===== src/rtl/note_display_pkg.sv =====
// Shared constants for the note history queue and the per-note renderer.
// Screen coordinate widths and box geometry live here so both sides agree.
package note_display_pkg;

    localparam int NOTE_WIDTH = 6;
    localparam int BOX_W      = 32;
    localparam int BOX_H      = 8;
    localparam int X_W        = 11;
    localparam int Y_W        = 10;
    localparam int CNT_W      = 5;

endpackage


===== src/rtl/note_history_lookup.sv =====
// Combinational pixel-to-row lookup for the note history list.
// Maps a scanned pixel to a row index and box top, given the slide offset.
module note_history_lookup
    import note_display_pkg::*;
#(
    parameter int             DEPTH     = 8,
    parameter logic [X_W-1:0] X_BASE    = 11'd400,
    parameter logic [Y_W-1:0] Y_BASE    = 10'd64,
    parameter int             ROW_SHIFT = 4,
    localparam int            AW        = ROW_SHIFT + 1,
    localparam int            IDX_W     = $clog2(DEPTH)
) (
    input  logic [X_W-1:0]   x_i,
    input  logic [Y_W-1:0]   y_i,
    input  logic [AW-1:0]    a_i,
    input  logic [CNT_W-1:0] count_i,
    output logic             hit_o,
    output logic [IDX_W-1:0] idx_o,
    output logic [Y_W-1:0]   y1_o
);

    logic [11:0]    sum;
    logic [11:0]    rel12;
    logic [X_W-1:0] rel;
    logic [X_W-1:0] idx_full;
    logic [11:0]    xe;
    logic           rel_ok;
    logic           row_ok;
    logic           x_ok;

    // sum never exceeds 1039, so bit 11 of the difference is the sign
    assign sum      = {2'b00, y_i} + 12'(a_i);
    assign rel12    = sum - 12'(Y_BASE);
    assign rel_ok   = ~rel12[11];
    assign rel      = rel12[X_W-1:0];
    assign idx_full = rel >> ROW_SHIFT;
    assign row_ok   = idx_full < X_W'(count_i);

    assign xe   = {1'b0, x_i};
    assign x_ok = (xe >= 12'(X_BASE)) &&
                  (xe < 12'(X_BASE) + 12'(BOX_W));

    assign hit_o = x_ok && rel_ok && row_ok;
    assign idx_o = idx_full[IDX_W-1:0];
    assign y1_o  = Y_BASE + Y_W'(idx_full << ROW_SHIFT) - Y_W'(a_i);

endmodule


===== src/rtl/note_history_queue.sv =====
// Recent-note list with frame-synchronous commits and a sliding animation.
// Produces box origin, note code and valid per scanned pixel, 1 cycle late.
module note_history_queue
    import note_display_pkg::*;
#(
    parameter int             DEPTH     = 8,
    parameter logic [X_W-1:0] X_BASE    = 11'd400,
    parameter logic [Y_W-1:0] Y_BASE    = 10'd64,
    parameter int             ROW_SHIFT = 4
) (
    input  logic                  clk,
    input  logic                  reset,
    input  logic                  note_in_valid,
    input  logic [NOTE_WIDTH-1:0] note_in,
    input  logic                  clear,
    input  logic                  frame_tick,
    input  logic [X_W-1:0]        x,
    input  logic [Y_W-1:0]        y,
    output logic [X_W-1:0]        x_out,
    output logic [Y_W-1:0]        y_out,
    output logic [X_W-1:0]        x1_out,
    output logic [Y_W-1:0]        y1_out,
    output logic [NOTE_WIDTH-1:0] note_out,
    output logic                  valid_out,
    output logic [CNT_W-1:0]      count,
    output logic                  dropped
);

    localparam int AW    = ROW_SHIFT + 1;
    localparam int IDX_W = $clog2(DEPTH);

    logic [NOTE_WIDTH-1:0] entry_q [DEPTH];
    logic [NOTE_WIDTH-1:0] entry_d [DEPTH];
    logic [CNT_W-1:0]      count_q, count_d;
    logic [AW-1:0]         a_q, a_d;
    logic                  pend_v_q, pend_v_d;
    logic [NOTE_WIDTH-1:0] pend_note_q, pend_note_d;
    logic                  drop_q, drop_d;

    logic [X_W-1:0]        x_q, x1_q;
    logic [Y_W-1:0]        y_q, y1_q;
    logic [NOTE_WIDTH-1:0] note_q;
    logic                  valid_q;

    logic                  hit;
    logic [IDX_W-1:0]      idx;
    logic [Y_W-1:0]        y1;

    always_comb begin
        entry_d     = entry_q;
        count_d     = count_q;
        a_d         = a_q;
        pend_v_d    = pend_v_q;
        pend_note_d = pend_note_q;
        drop_d      = 1'b0;
        if (clear) begin
            count_d  = '0;
            pend_v_d = 1'b0;
            a_d      = '0;
        end else begin
            if (frame_tick) begin
                if (pend_v_q) begin
                    for (int i = DEPTH - 1; i > 0; i--) begin
                        entry_d[i] = entry_q[i-1];
                    end
                    entry_d[0] = pend_note_q;
                    count_d    = (count_q == CNT_W'(DEPTH)) ?
                                 count_q : count_q + CNT_W'(1);
                    pend_v_d   = 1'b0;
                    a_d        = AW'(1 << ROW_SHIFT);
                end else if (a_q != '0) begin
                    a_d = a_q - AW'(1);
                end
            end
            // a note committed by this same tick is not lost
            if (note_in_valid) begin
                pend_note_d = note_in;
                pend_v_d    = 1'b1;
                drop_d      = pend_v_q && !frame_tick;
            end
        end
    end

    note_history_lookup #(
        .DEPTH     (DEPTH),
        .X_BASE    (X_BASE),
        .Y_BASE    (Y_BASE),
        .ROW_SHIFT (ROW_SHIFT)
    ) u_lookup (
        .x_i     (x),
        .y_i     (y),
        .a_i     (a_q),
        .count_i (count_q),
        .hit_o   (hit),
        .idx_o   (idx),
        .y1_o    (y1)
    );

    always_ff @(posedge clk) begin
        if (reset) begin
            for (int i = 0; i < DEPTH; i++) begin
                entry_q[i] <= '0;
            end
            count_q     <= '0;
            a_q         <= '0;
            pend_v_q    <= 1'b0;
            pend_note_q <= '0;
            drop_q      <= 1'b0;
            x_q         <= '0;
            y_q         <= '0;
            x1_q        <= '0;
            y1_q        <= '0;
            note_q      <= '0;
            valid_q     <= 1'b0;
        end else begin
            entry_q     <= entry_d;
            count_q     <= count_d;
            a_q         <= a_d;
            pend_v_q    <= pend_v_d;
            pend_note_q <= pend_note_d;
            drop_q      <= drop_d;
            x_q         <= x;
            y_q         <= y;
            x1_q        <= hit ? X_BASE : '0;
            y1_q        <= hit ? y1 : '0;
            note_q      <= hit ? entry_q[idx] : '0;
            valid_q     <= hit;
        end
    end

    assign x_out     = x_q;
    assign y_out     = y_q;
    assign x1_out    = x1_q;
    assign y1_out    = y1_q;
    assign note_out  = note_q;
    assign valid_out = valid_q;
    assign count     = count_q;
    assign dropped   = drop_q;

endmodule


===== config.mk =====
export PLATFORM = sky130hd
export DESIGN_NAME = note_history_queue
export DESIGN_NICKNAME = d
export VERILOG_FILES = /design/src/rtl/note_display_pkg.sv /design/src/rtl/note_history_lookup.sv /design/src/rtl/note_history_queue.sv
export SDC_FILE = /design/constraint.sdc
export NUM_CORES = 1
export LEC_CHECK = 0
export ABC_AREA = 1
export BUFFER_PORTS_ARGS = -buffer_cell sky130_fd_sc_hd__buf_2
export CORE_MARGIN = 2
export CORE_UTILIZATION = 60
export DETAILED_ROUTE_END_ITERATION = 12
export GPL_ROUTABILITY_DRIVEN = 1
export PLACE_DENSITY = 0.83
export SYNTH_ARGS = -nofsm -noshare
export SYNTH_HDL_FRONTEND = slang
export SYNTH_SLANG_ARGS = --single-unit

===== constraint.sdc =====
create_clock -name clk -period 6.9 [get_ports clk]
set_clock_uncertainty 0.05 [all_clocks]
set_input_delay 1.035 -clock clk [delete_from_list [all_inputs] [get_ports clk]]
set_output_delay 1.035 -clock clk [all_outputs]
set_load 0.01 [all_outputs]

==> out/metrics.json <==
{
  "clock_power_share": {"value": 36.7, "unit": "%"},
  "worst_hold_path_type": {"value": "reg -> reg"},
  "fp-row-count": {"value": 32},
  "timing_max_transition_violations_final": {"value": 0},
  "yosys.area.top_type": {"value": "dfxtp_1"},
  "crit_type": {"value": "in -> reg"},
  "postSynth.topFlopCell": {"value": "dfxtp_1"},
  "grt_max_degree": {"value": 86},
  "drc": {"value": 0},
  "cts-hold-fix-buffers": {"value": 0},
  "worst_setup_path_start_kind": {"value": "input pin"},
  "status": {"value": "complete, no violations"},
  "final_hold_viol_count": {"value": 0},
  "yosys_warnings": {"value": 0},
  "initial_utilization": {"value": 61.33, "unit": "%"},
  "top_level_ports": {"value": 87},
  "final_min_period_over_clock_period": {"value": 58.81, "unit": "%"},
  "timing.critical_path.arrival": {"value": 4.31, "unit": "ns"},
  "maxCapViolations": {"value": 0},
  "async_reset_ff_share": {"value": 0, "unit": "%"},
  "seqPwrFrac": {"value": 50.0, "unit": "%"},
  "die_width": {"value": 92.64, "unit": "µm"},
  "switching_share": {"value": 25.71, "unit": "%"},
  "clkTransAtPathRegs": {"value": 0.10, "unit": "ns"},
  "mostFrequentLayoutCells": {"value": "nand2_1 (119), inv_1 (109), dfxtp_1 (104)"},
  "finalWeightedCongestion": {"value": 0.8980},
  "insertedDiodeCount": {"value": 0},
  "final_common_cell": {"value": "nand2_1"},
  "setup_viol": {"value": 0},
  "synth.lib_cells_used.distinct": {"value": 31},
  "detail_route.first_pass.iterations": {"value": 4},
  "route.vias.total": {"value": 4098},
  "first_global_vias": {"value": 3741},
  "static-leakage-power": {"value": 2.686, "unit": "nW"},
  "max-slew-margin-rel": {"value": 39.87, "unit": "%"},
  "place_hpwl": {"value": 6759, "unit": "µm"},
  "irDropWorstVdd": {"value": 0.1558, "unit": "mV"},
  "synth_edf_count": {"value": 0},
  "final_antenna_net_count": {"value": 0},
  "cts_sinks": {"value": 104},
  "total_internal_power": {"value": 0.9256, "unit": "mW"},
  "timing.setup.tns": {"value": 0, "unit": "ns"},
  "cts.repair_timing.setup_buffer_count": {"value": 0},
  "fillerInstances": {"value": 682},
  "final_critical_path_setup_slack": {"value": 2.842, "unit": "ns"},
  "synthToLayoutAreaGrowth": {"value": 13.03, "unit": "%"},
  "antenna_found_initial": {"value": 0},
  "max_freq": {"value": 0.2464, "unit": "GHz"},
  "drt_iter0_drc": {"value": 149},
  "numCtsBuffers": {"value": 9},
  "finalWirelength": {"value": 9710, "unit": "µm"},
  "worstSetupEndpointType": {"value": "flop"},
  "cts_root_buffer": {"value": "clkbuf_8"},
  "netlist_area_before_placement": {"value": 0.004715, "unit": "mm²"},
  "finalNetCount": {"value": 760},
  "post_synth_main_area_contributors": {"value": "dfxtp_1 (44%), nand2_1 (9.5%), inv_1 (8.7%)"},
  "placement.io_buffers": {"value": 78},
  "period_minus_slack": {"value": 4.058, "unit": "ns"},
  "comb_power_share": {"value": 13.3, "unit": "%"},
  "average_via_count_per_standard_cell": {"value": 5.022},
  "core_area": {"value": 0.007687, "unit": "mm²"},
  "critPathRequiredTime": {"value": 7.15, "unit": "ns"},
  "ys_ff_latch": {"value": 104},
  "clock_tree.buffer_depth": {"value": 2},
  "fp.dieArea": {"value": 0.008582, "unit": "mm²"},
  "syn_inst": {"value": 648},
  "post-synth-top-area-fraction": {"value": 44.16, "unit": "%"},
  "grt_first_pass_wirelength": {"value": 16190, "unit": "µm"},
  "preCtsSetupSlack": {"value": 2.481, "unit": "ns"},
  "pwr_density_cell": {"value": 233.8, "unit": "mW/mm²"},
  "final_layout_size_suffix_gt1_share": {"value": 16.67, "unit": "%"},
  "timing.critical_path.fanout_max": {"value": 17},
  "power.switching": {"value": 0.3203, "unit": "mW"},
  "cts-htree-levels": {"value": 3},
  "avgRoutedWirePerCell": {"value": 11.90, "unit": "µm"},
  "cts_resized": {"value": 0},
  "cts_tree": {"value": "yes"},
  "slew_of_the_pin_with_the_lowest_slew_margin": {"value": 0.8998, "unit": "ns"},
  "insertion_delay": {"value": 0.37, "unit": "ns"},
  "grt_remaining_overflow": {"value": 0},
  "postSynthAreaPerCell": {"value": 7.275, "unit": "µm²"},
  "die_h": {"value": 92.64, "unit": "µm"},
  "gr-usage-all-layers": {"value": 23.09, "unit": "%"},
  "rsz0062_at_grt": {"value": "no"},
  "yosysSeqAreaShare": {"value": 44.16, "unit": "%"}
}
==> metal layers <==
| metal | vias to the layer above | global-route usage (%) | wire length, µm |
|---|---|---|---|
| li1 | 2131 | - | - |
| met2 | 114 | 39.48 | 4602 |
| met5 | - | 0 | 0 |
| met3 | 16 | 4.801 | 569 |
| met1 | 1837 | 29.13 | 4382 |
| met4 | 0 | 7.721 | 157 |
==> Yosys cell counts (6+ instances only) <==
cell type,number
xor2_1,7
nor3_1,8
nand4_1,6
buf_4,12
nor2_1,51
nor2_2,10
nand2_1,119
nand3_1,37
a21oi_1,61
dfxtp_1,104
ha_1,19
o21ai_0,55
clkbuf_1,21
inv_1,109
==> worst max-delay path: stages <==
cell and delay [ns]:
buf_2 0.11, ha_1 0.36, nand2_1 0.08, nor2_1 0.11
nand2_1 0.07, nand2_2 0.13, nand2_2 0.09, nand2_2 0.08
nand2_4 0.10, ha_1 0.25, inv_1 0.09, nand2_1 0.05
nand2_1 0.13, inv_1 0.09, ha_1 0.17, or2_2 0.29
a2111oi_1 0.57, nand3_4 0.32, nor2_1 0.18
==> final timing paths <==
kind	endpoint	cells after the start	start	slack [ns]
setup reg to reg	note_out[0]	18	a_q[4]	3.24
hold / removal	entry_q[7]	2	entry_q[13]	0.41
setup / recovery	note_out[0]	19	y[4]	2.84
hold reg to reg	entry_q[7]	2	entry_q[13]	0.41
==> state kept, by name, summed over array words and instances, names as in the netlist <==
register and cells:
entry_q 48, x_out 11, y1_out 10, y_out 10
note_out 6, pend_note_q 6, a_q 5, count 5
dropped 1, pend_v_q 1, x1_out 1
==> cell families after synthesis <==
family | Yosys count | share of synthesized area, %
flops | 104 | 44.16
compound gates | 125 | 13.83
fa+ha+maj | 19 | 5.043
simple gates | 243 | 22.45
xor+xnor | 8 | 1.486
other cells | 1 | 0.07954
buf+inv | 148 | 12.95
==> power groups by stage <==
stage / sequential, mW / clock [mW] / combinational, mW
after floorplan: 0.640 / 0 / 0.120
after global placement: 0.637 / 0 / 0.159
after detailed placement: 0.637 / 0 / 0.164
after CTS: 0.623 / 0.462 / 0.165
after global routing: 0.625 / 0.488 / 0.189
final: 0.623 / 0.457 / 0.165
==> metrics by stage <==
stage / instances / instance area [µm²] / hold WS [ns] / power (mW) / utilization, %
4_1_cts: 816 / 5329 / 0.4106 / 1.250 / 69.32
3_5_place_dp: 800 / 5084 / 0.4051 / 0.8011 / 66.13
5_1_grt: 816 / 5329 / 0.4319 / 1.302 / 69.32
2_1_floorplan: 655 / 4741 / 0.3904 / 0.7598 / -
3_3_place_gp: 800 / 5084 / 0.4003 / 0.7952 / 66.13
6_report: 816 / 5329 / 0.4099 / 1.246 / 69.32
==> area by class of cell <==
class | count | area (µm²) | share of cell area, %
Sequential cell | 104 | 2082 | 39.07
Clock inverter | 5 | 103.9 | 1.949
Clock buffer | 11 | 141.4 | 2.653
Inverter | 112 | 420.4 | 7.889
Tap cell | 102 | 127.6 | 2.395
Multi-Input combinational cell | 403 | 2056 | 38.58
Timing Repair Buffer | 79 | 397.9 | 7.467
(Power assumes the default switching activity.)
